===== config.mk =====
export PLATFORM = sky130hd
export DESIGN_NAME = vector_div_issue_flat
export DESIGN_NICKNAME = d
export VERILOG_FILES = /design/src/rtl/vector_div_issue_if.sv /design/src/rtl/vector_div_issue.sv /design/src/flat_wrapper.sv
export SDC_FILE = /design/constraint.sdc
export NUM_CORES = 1
export LEC_CHECK = 0
export CORE_MARGIN = 5
export CORE_UTILIZATION = 40
export CTS_BUF_LIST = sky130_fd_sc_hd__clkbuf_4 sky130_fd_sc_hd__clkbuf_8
export CTS_CLUSTER_DIAMETER = 50
export DETAILED_ROUTE_END_ITERATION = 10
export GPL_TIMING_DRIVEN = 1
export PLACE_DENSITY = 0.79
export SYNTH_ARGS = -nofsm -noshare
export SYNTH_HDL_FRONTEND = slang
export SYNTH_SLANG_ARGS = --single-unit

===== constraint.sdc =====
create_clock -name clk -period 4.1 [get_ports clk]
set_input_delay 1.23 -clock clk [delete_from_list [all_inputs] [get_ports clk]]
set_output_delay 1.23 -clock clk [all_outputs]
set_load 0.02 [all_outputs]

===== src/rtl/vector_div_issue_if.sv =====
// Issue/result handshake between the vector lane divide sequencer (master) and the divide unit (slave).
interface vector_div_issue_if #(
  parameter int unsigned ELEN = 32
);
  logic            start_div;
  logic [ELEN-1:0] div_vs1;
  logic [ELEN-1:0] div_vs2;
  logic            div_type;
  logic            is_signed_div;
  logic            busy_du;
  logic            done_du;
  logic [ELEN-1:0] wdata_du;
  logic            exception_du;

  modport master (
    output start_div, div_vs1, div_vs2, div_type, is_signed_div,
    input  busy_du, done_du, wdata_du, exception_du
  );

  modport slave (
    input  start_div, div_vs1, div_vs2, div_type, is_signed_div,
    output busy_du, done_du, wdata_du, exception_du
  );
endinterface


===== src/rtl/vector_div_issue.sv =====
// Sequences one vector divide op element-by-element onto the lane divide unit and writes results back.
// Optional macro VDIV_ZERO_BYPASS_EN: active divide-by-zero elements skip the unit and write back directly.
module vector_div_issue #(
  parameter int unsigned VLMAX = 32,
  parameter int unsigned ELEN  = 32
) (
  input  logic                     clk,
  input  logic                     rst,
  input  logic                     req_valid,
  output logic                     req_ready,
  input  logic [$clog2(VLMAX):0]   req_vl,
  input  logic                     req_div_type,
  input  logic                     req_is_signed,
  input  logic                     req_vm,
  input  logic                     kill,
  output logic [$clog2(VLMAX)-1:0] rd_idx,
  input  logic [ELEN-1:0]          rd_vs1,
  input  logic [ELEN-1:0]          rd_vs2,
  input  logic                     rd_mask,
  vector_div_issue_if.master       du,
  output logic                     wb_valid,
  output logic [$clog2(VLMAX)-1:0] wb_idx,
  output logic [ELEN-1:0]          wb_data,
  output logic                     done,
  output logic                     exception
);
  localparam int unsigned IDX_W = $clog2(VLMAX);
  localparam int unsigned VL_W  = IDX_W + 1;

  localparam logic [2:0] S_IDLE  = 3'd0;
  localparam logic [2:0] S_FETCH = 3'd1;
  localparam logic [2:0] S_ISSUE = 3'd2;
  localparam logic [2:0] S_WAIT  = 3'd3;
  localparam logic [2:0] S_WB    = 3'd4;
  localparam logic [2:0] S_DONE  = 3'd5;
  localparam logic [2:0] S_DRAIN = 3'd6;

  logic [2:0]      state, state_nxt;
  logic [IDX_W-1:0] idx, idx_nxt;
  logic [VL_W-1:0] vl_q, vl_nxt;
  logic            vm_q, vm_nxt;
  logic            type_nxt, signed_nxt, start_nxt, ready_nxt;
  logic            wb_valid_nxt, done_nxt, exc_nxt;
  logic [ELEN-1:0] vs1_nxt, vs2_nxt, wb_data_nxt;
  logic [IDX_W-1:0] wb_idx_nxt;
  logic            last;
  logic            active;

  // Operand read port always addresses the current element; the register file answers same-cycle.
  assign rd_idx = idx;
  assign last   = (VL_W'(idx) + VL_W'(1)) == vl_q;
  assign active = vm_q || rd_mask;

  always_comb begin
    state_nxt    = state;
    idx_nxt      = idx;
    vl_nxt       = vl_q;
    vm_nxt       = vm_q;
    type_nxt     = du.div_type;
    signed_nxt   = du.is_signed_div;
    vs1_nxt      = du.div_vs1;
    vs2_nxt      = du.div_vs2;
    start_nxt    = 1'b0;
    wb_valid_nxt = 1'b0;
    wb_idx_nxt   = wb_idx;
    wb_data_nxt  = wb_data;
    done_nxt     = 1'b0;
    exc_nxt      = exception;
    case (state)
      S_IDLE: begin
        if (req_valid) begin
          vl_nxt     = req_vl;
          vm_nxt     = req_vm;
          type_nxt   = req_div_type;
          signed_nxt = req_is_signed;
          exc_nxt    = 1'b0;
          idx_nxt    = '0;
          if (req_vl == '0) begin
            state_nxt = S_DONE;
            done_nxt  = 1'b1;
          end else begin
            state_nxt = S_FETCH;
          end
        end
      end
      S_FETCH: begin
        if (kill) begin
          state_nxt = S_IDLE;
        end else if (!active) begin
          // Masked-off element: destination left undisturbed, costs one cycle.
          if (last) begin
            state_nxt = S_DONE;
            done_nxt  = 1'b1;
          end else begin
            idx_nxt = idx + IDX_W'(1);
          end
        end else begin
          vs1_nxt = rd_vs1;
          vs2_nxt = rd_vs2;
`ifdef VDIV_ZERO_BYPASS_EN
          if (rd_vs1 == '0) begin
            state_nxt    = S_WB;
            wb_valid_nxt = 1'b1;
            wb_idx_nxt   = idx;
            wb_data_nxt  = du.div_type ? rd_vs2 : '1;
          end else begin
            state_nxt = S_ISSUE;
          end
`else
          state_nxt = S_ISSUE;
`endif
        end
      end
      S_ISSUE: begin
        if (kill) begin
          state_nxt = S_IDLE;
        end else if (!du.busy_du) begin
          start_nxt = 1'b1;
          state_nxt = S_WAIT;
        end
      end
      S_WAIT: begin
        // A kill once the unit has the op must wait for its result before going idle.
        if (du.done_du) begin
          if (kill) begin
            state_nxt = S_IDLE;
          end else begin
            exc_nxt      = exception | du.exception_du;
            wb_valid_nxt = 1'b1;
            wb_idx_nxt   = idx;
            wb_data_nxt  = du.wdata_du;
            state_nxt    = S_WB;
          end
        end else if (kill) begin
          state_nxt = S_DRAIN;
        end
      end
      S_WB: begin
        if (kill) begin
          state_nxt = S_IDLE;
        end else if (last) begin
          state_nxt = S_DONE;
          done_nxt  = 1'b1;
        end else begin
          idx_nxt   = idx + IDX_W'(1);
          state_nxt = S_FETCH;
        end
      end
      S_DONE:  state_nxt = S_IDLE;
      S_DRAIN: if (du.done_du) state_nxt = S_IDLE;
      default: state_nxt = S_IDLE;
    endcase
    ready_nxt = (state_nxt == S_IDLE);
  end

  always_ff @(posedge clk) begin
    if (rst) begin
      state            <= S_IDLE;
      idx              <= '0;
      vl_q             <= '0;
      vm_q             <= 1'b0;
      req_ready        <= 1'b1;
      du.start_div     <= 1'b0;
      du.div_vs1       <= '0;
      du.div_vs2       <= '0;
      du.div_type      <= 1'b0;
      du.is_signed_div <= 1'b0;
      wb_valid         <= 1'b0;
      wb_idx           <= '0;
      wb_data          <= '0;
      done             <= 1'b0;
      exception        <= 1'b0;
    end else begin
      state            <= state_nxt;
      idx              <= idx_nxt;
      vl_q             <= vl_nxt;
      vm_q             <= vm_nxt;
      req_ready        <= ready_nxt;
      du.start_div     <= start_nxt;
      du.div_vs1       <= vs1_nxt;
      du.div_vs2       <= vs2_nxt;
      du.div_type      <= type_nxt;
      du.is_signed_div <= signed_nxt;
      wb_valid         <= wb_valid_nxt;
      wb_idx           <= wb_idx_nxt;
      wb_data          <= wb_data_nxt;
      done             <= done_nxt;
      exception        <= exc_nxt;
    end
  end
endmodule


===== src/flat_wrapper.sv =====
// flat-port wrapper written by rule: the top's interface ports become plain ports
module vector_div_issue_flat 
#(
  parameter int unsigned VLMAX = 32,
  parameter int unsigned ELEN  = 32
)
  (clk, rst, req_valid, req_ready, req_vl, req_div_type, req_is_signed, req_vm, kill, rd_idx, rd_vs1, rd_vs2, rd_mask, wb_valid, wb_idx, wb_data, done, exception, du_start_div, du_div_vs1, du_div_vs2, du_div_type, du_is_signed_div, du_busy_du, du_done_du, du_wdata_du, du_exception_du);
  vector_div_issue_if #(.ELEN(ELEN)) du_i ();
  input  logic clk;
  input  logic rst;
  input  logic req_valid;
  output logic req_ready;
  input  logic [$clog2(VLMAX):0] req_vl;
  input  logic req_div_type;
  input  logic req_is_signed;
  input  logic req_vm;
  input  logic kill;
  output logic [$clog2(VLMAX)-1:0] rd_idx;
  input  logic [ELEN-1:0] rd_vs1;
  input  logic [ELEN-1:0] rd_vs2;
  input  logic rd_mask;
  output logic wb_valid;
  output logic [$clog2(VLMAX)-1:0] wb_idx;
  output logic [ELEN-1:0] wb_data;
  output logic done;
  output logic exception;
  output wire logic [$bits(du_i.start_div)-1:0] du_start_div;
  output wire logic [$bits(du_i.div_vs1)-1:0] du_div_vs1;
  output wire logic [$bits(du_i.div_vs2)-1:0] du_div_vs2;
  output wire logic [$bits(du_i.div_type)-1:0] du_div_type;
  output wire logic [$bits(du_i.is_signed_div)-1:0] du_is_signed_div;
  input wire logic [$bits(du_i.busy_du)-1:0] du_busy_du;
  input wire logic [$bits(du_i.done_du)-1:0] du_done_du;
  input wire logic [$bits(du_i.wdata_du)-1:0] du_wdata_du;
  input wire logic [$bits(du_i.exception_du)-1:0] du_exception_du;
  assign du_start_div = du_i.start_div;
  assign du_div_vs1 = du_i.div_vs1;
  assign du_div_vs2 = du_i.div_vs2;
  assign du_div_type = du_i.div_type;
  assign du_is_signed_div = du_i.is_signed_div;
  assign du_i.busy_du = du_busy_du;
  assign du_i.done_du = du_done_du;
  assign du_i.wdata_du = du_wdata_du;
  assign du_i.exception_du = du_exception_du;
  vector_div_issue #(.VLMAX(VLMAX), .ELEN(ELEN)) u_core (.clk(clk), .rst(rst), .req_valid(req_valid), .req_ready(req_ready), .req_vl(req_vl), .req_div_type(req_div_type), .req_is_signed(req_is_signed), .req_vm(req_vm), .kill(kill), .rd_idx(rd_idx), .rd_vs1(rd_vs1), .rd_vs2(rd_vs2), .rd_mask(rd_mask), .du(du_i), .wb_valid(wb_valid), .wb_idx(wb_idx), .wb_data(wb_data), .done(done), .exception(exception));
endmodule

; Yosys cells after proc, flatten, opt, wreduce, memory -nomap -nowiden
; Cells that the tools add are included.
[op_classes]
reduce_logical = 13
n_mux = 33
n_bitwise = 5
n_eq_ne = 12
add_sub_neg = 2
[op_table]
columns = cell, n
row1 = two-way mux 3 bit, 13
row2 = two-way mux 5 bit, 5
row3 = case mux 3 bit (6 select lines), 1
row4 = case mux 5 bit (3 select lines), 1
row5 = != test 2 bit (second input constant), 6
row6 = two-way mux 1 bit, 11
row7 = adder 5 x 1 -> 6 bit (second input constant), 1
row8 = equality test 3 x 2 -> 1 bit (second input constant), 2
row9 = equality test 3 bit (second input constant), 2
row10 = equality test 6 bit, 1
row11 = logical NOT 3 bit, 2
row12 = logical NOT 6 bit, 1
row13 = AND reduction 3 bit, 2
row14 = OR reduction 3 bit, 2
row15 = adder 5 x 1 -> 5 bit (second input constant), 1
row16 = AND reduction 5 bit, 1
row17 = inverter 1 bit, 4
row18 = AND reduction 4 bit, 1
row19 = equality test 3 x 1 -> 1 bit (second input constant), 1
row20 = case mux 1 bit (3 select lines), 1
row21 = nonzero test 3 bit, 1
row22 = case mux 1 bit (2 select lines), 1
row23 = AND reduction 2 bit, 1
row24 = nonzero test 2 bit, 1
row25 = 2 further kinds, 2
[totals]
regBits = 123
word_cells = 80
out_inout_bits = 113

; Logic depth before layout (Yosys ltp)
[depth]
word_depth = 7
mapped_depth = 7

; Worst setup path after synthesis
; OpenSTA, ideal clock, no wires.
[synth_path]
path_kind = in2reg
from = input rd_mask
to = register u_core.idx[3], in the netlist u_core.rd_idx[3]
t_arrival_ps = 2250
path_slack_ps = 1762
setup_ps = 88
required_time_ps = 4012
stages = 5
path_buffers = 0
path_cell_list = or4b_1 a21o_1 nor2_2 o21ai_2 o32ai_2
[synth_between]
elab_chain_cells = 3
[synth_rtl]
columns = item, line
row1 = "start, declared", flat_wrapper.sv:21  ; input logic rd_mask;
row2 = logical OR 1 bit, vector_div_issue.sv:52  ; assign active = vm_q || rd_mask;
row3 = != test 2 bit (no source line), -
row4 = AND reduction 5 bit (no source line), -
row5 = "end signal, assigned", vector_div_issue.sv:175  ; idx <= idx_nxt;
row6 = "end, declared", vector_div_issue.sv:39  ; logic [IDX_W-1:0] idx, idx_nxt;
; No other way between the ends.
; A chain may end at the register's enable or synchronous reset.

; Final worst setup path
[layout_path]
from = input kill
to = register u_core.du.div_vs1[22]
[layout_between]
elab_chain_cells = 2
[layout_rtl]
columns = item, line
row1 = "start, declared", flat_wrapper.sv:17  ; input logic kill;
row2 = inverter 1 bit (no source line), -
row3 = AND reduction 3 bit (no source line), -
row4 = "end signal, assigned", vector_div_issue.sv:180  ; du.div_vs1 <= vs1_nxt;
row5 = "end, declared", vector_div_issue_if.sv:16  ; output start_div, div_vs1, div_vs2, div_type, is_signed_div,
; No other way between the ends.

==> summary.md <==
| Metric | Value |
|---|---|
| Outcome | `completed` |
| CP Class | `in -> reg` |
| Vias per cell | `4.93` |
| Synth Instances | `594` |
| Largest family of logic cells by synthesized area | `simple AND/OR/NAND/NOR gates` |
| RR Endpoint | `u_core.du.div_vs1[22]` |
| CTS Sinks | `around 120` |
| Post-route ant nets | `0` |
| Cts bufs inserted | `17` |
| Required time of the critical path | `4.37 ns` |
| Number of diodes | `0` |
| Die Y-Extent | `between 100 and 150 um` |
| CP max stage cell | `or3_2` |
| Final WS setup | `1.03 ns` |
| Yosys warns | `0` |
| Clock transition at the registers of the reported paths | `0.07 ns` |
| # hold bufs at CTS | `0` |
| R2R Setup Slk | `1.76 ns` |
| Tot GR Track Use | `19.6%` |
| WL/cell | `14.8 um` |
| Setup Fix Bufs, Post-CTS | `0` |
| Worst Setup End Kind | `flop` |
| DP Worst Slack | `just under 0.6 ns` |
| Mapped Area | `0.00469 mm^2` |
| Synthesized Nets | `708` |
| Initial DRC count | `240` |
| Max VDD drop | `between 0.2 and 0.25 mV` |
| Drt first pass iters | `4` |
| Post-detail-place hpwl | `10400 um` |
| Min-Delay Path Class | `reg -> reg` |
| Peak Freq | `326 MHz` |
| Crit start category | `primary input` |
| Initial antenna violation count | `0` |
| Post-Synth XOR/XNOR Area | `1.31%` |
| Final count of hold timing violations | `0` |
| Vias in the first global route | `between 4000 and 5000` |
| Fraction of synthesized area in multiplexers | `0.214%` |
| Final setup violation count | `0` |
| Share of layout cells above drive strength 1 | `around 5.9%` |
| Core ar. | `0.0115 mm^2` |
| Final core occ | `64.4%` |
| Unique masters post-synth | `47` |
| FFs w/ async S/R, synth | `0%` |
| Reg2reg path depth | `4` |
| Adder-Cell Fraction of Synth Area | `0.267%` |
| Setup TNS | `0 ns` |
| Pwr dens | `359 mW/mm^2` |
| Fillers | `1002` |
| Largest net degree at the start of global routing | `94` |
| Compound-cell area share of the yosys netlist | `between 10% and 20%` |
| Post-synthesis sequential area ratio | `52.6%` |
| Crit path top cell by count | `nand2_1` |
| Largest stage delay on the critical path | `0.97 ns` |
| Port buffer count | `225` |
| Simple-Gate Fraction of Synth Area | `23.7%` |
| Slew Limit Headroom | `24.9%` |
| Clock skew | `between 0.007 and 0.008 ns` |
| Ys flop type | `dfxtp_1` |
| Min Tclk post-route | `3.07 ns` |
| CP Cell Sequence | `clkdlybuf4s50_1 -> nor2_1 -> nand2_1 -> or3_2 -> nand2_1 -> a21oi_1` |
| Reg2reg start | `u_core.state[0]` |
| Crit path capture | `u_core.du.div_vs1[22]` |
| Number of flops mapped to enable cells by yosys | `0` |
| Synth Area per Inst | `7.89 um^2` |
| H-tree Lvls | `4` |
| Area delta synth->final | `57.7%` |
| Site Rows | `39` |
| DRT Wirelength | `14100 um` |
| DRC | `0` |
| Io pins | `~230` |
| CTS tree | `done` |
| CP max FO | `65` |
| Die ar. | `0.0140 mm^2` |
| Crit. Startpoint | `kill` |
| Final Max Slew Viols | `0` |
| Post-Layout Cell Count | `956` |
| Final RePlAce weighted congestion | `0.836` |
| Initial core utilization | `40.9%` |
| Worst Path Arrival | `3.33 ns` |
| Tcrit/Tclk final | `between 70% and 80%` |
| Clk_lat worst skew | `0.42 ns` |
| RSZ-0062 raised after global routing | `no` |
| Global-route wire length before repair | `between 20000 and 25000 um` |
| Nets | `about 910` |
| Gr ovfl total | `0` |
| Actual slew at the worst max-slew pin | `1.13 ns` |
| Synth Register Bits | `roughly 120` |
| Die W | `118 um` |
| Leak pwr | `between 2 and 3 nW` |
| Dpl cells | `slightly above 900` |
| Root Buffer | `clkbuf_8` |
| CTS resizes | `0` |
| Max_cap viols | `0` |
| Max clock buf depth | `2` |
| Vias | `4709` |
==> layer usage <==
metal  routed length [um]  part of all wire [%]  track usage, %  up-vias
li1                     -                     -               -     2359
met1                 5590                    40            21.4     2119
met2                 6610                    47            32.0      202
met3                 1500                    11            9.74       29
met4                  417                   3.0            9.18        0
met5                    0                     0               0        -
==> cell families after synthesis <==
group | count (synthesis)
compound gates | 145
xor+xnor | 7
fa+ha+maj | 1
buf+inv | 46
flops | 123
mux | 1
simple gates | 271
==> sequential cells by signal (all words and copies together), names as in the netlist, 3 cells and up <==
| register | count |
|---|---|
| u_core.du.div_vs1 | 32 |
| u_core.du.div_vs2 | 32 |
| u_core.rd_idx | 5 |
| u_core.state | 3 |
| u_core.vl_q | 6 |
| u_core.wb_data | 32 |
| u_core.wb_idx | 5 |
==> critical path: cells and delay by family <==
family	cells	cell delay [ns]
buffers and inverters	1	0.51
AND/OR/NAND/NOR	4	1.48
AO/OA/AOI/OAI	1	0.09
==> how the worst min path moves through the flow <==
stage / end / slack, ns / cells past startpoint / from
6_report: u_core.wb_idx[3] / 0.45 / 2 / u_core.wb_idx[3]
3_5_place_dp: u_core.du.div_vs1[21] / 0.45 / 2 / u_core.du.div_vs1[21]
2_1_floorplan: u_core.vl_q[5] / 0.44 / 2 / u_core.vl_q[5]
4_1_cts: u_core.du.div_vs2[29] / 0.46 / 2 / u_core.du.div_vs2[29]
3_3_place_gp: u_core.du.div_vs2[9] / 0.44 / 2 / u_core.du.div_vs2[9]
5_1_grt: u_core.du.div_vs2[7] / 0.47 / 2 / u_core.du.div_vs2[7]
==> power breakdown <==
group | switching [mW] | total [mW] | internal [mW]
sequential | 0.0182 | 1.24 | 1.22
clock | 0.435 | 1.13 | 0.700
combinational | 0.124 | 0.283 | 0.158
total | 0.577 | 2.66 | 2.08
==> Yosys cell counts, types with 3 or more instances <==
master      n  share of area (%)
buf_4       6               0.96
nand2b_1    9                1.2
o21ai_0     4               0.43
nand2_1   228                 18
nor2_1     10               0.80
buf_2      19                2.0
xnor2_1     4               0.75
xor2_1      3               0.56
inv_1       3               0.24
dfxtp_1   123                 53
o211ai_1    3               0.48
and3_1      3               0.40
nand3_1     4               0.43
clkbuf_1   18                1.4
a21oi_1   115                 12
==> metrics by stage <==
| step | hold slack (ns) | instance area, um^2 | power [mW] |
|---|---|---|---|
| after floorplan | 0.444 | 4690 | 1.38 |
| after global placement | 0.441 | 6950 | 1.54 |
| after detailed placement | 0.446 | 6950 | 1.55 |
| after CTS | 0.455 | 7390 | 2.70 |
| after global routing | 0.469 | 7390 | 2.77 |
| final | 0.452 | 7390 | 2.66 |
==> layout make-up <==
cell class | instances | area, um^2 | share of cell area (%)
Clock inverter | 7 | 110 | 1.49
Inverter | 3 | 11.3 | 0.152
Clock buffer | 25 | 325 | 4.40
Multi-Input combinational cell | 425 | 2010 | 27.2
Sequential cell | 123 | 2460 | 33.3
Timing Repair Buffer | 230 | 2290 | 31.0
Tap cell | 143 | 179 | 2.42
==> cell usage in the layout, fill, tap and decap left out, drive strengths merged, types with 5 or more instances in the layout <==
cell type      Yosys  final
nand3              5      5
a21oi            115    115
dfxtp            123    123
o21ai              7      7
nor2              11     11
clkdlybuf4s50      0    224
buf               25      6
nand2            228    228
nand2b             9      9
clkbuf            18     25
No activity file was read; power rests on OpenSTA's default activity.
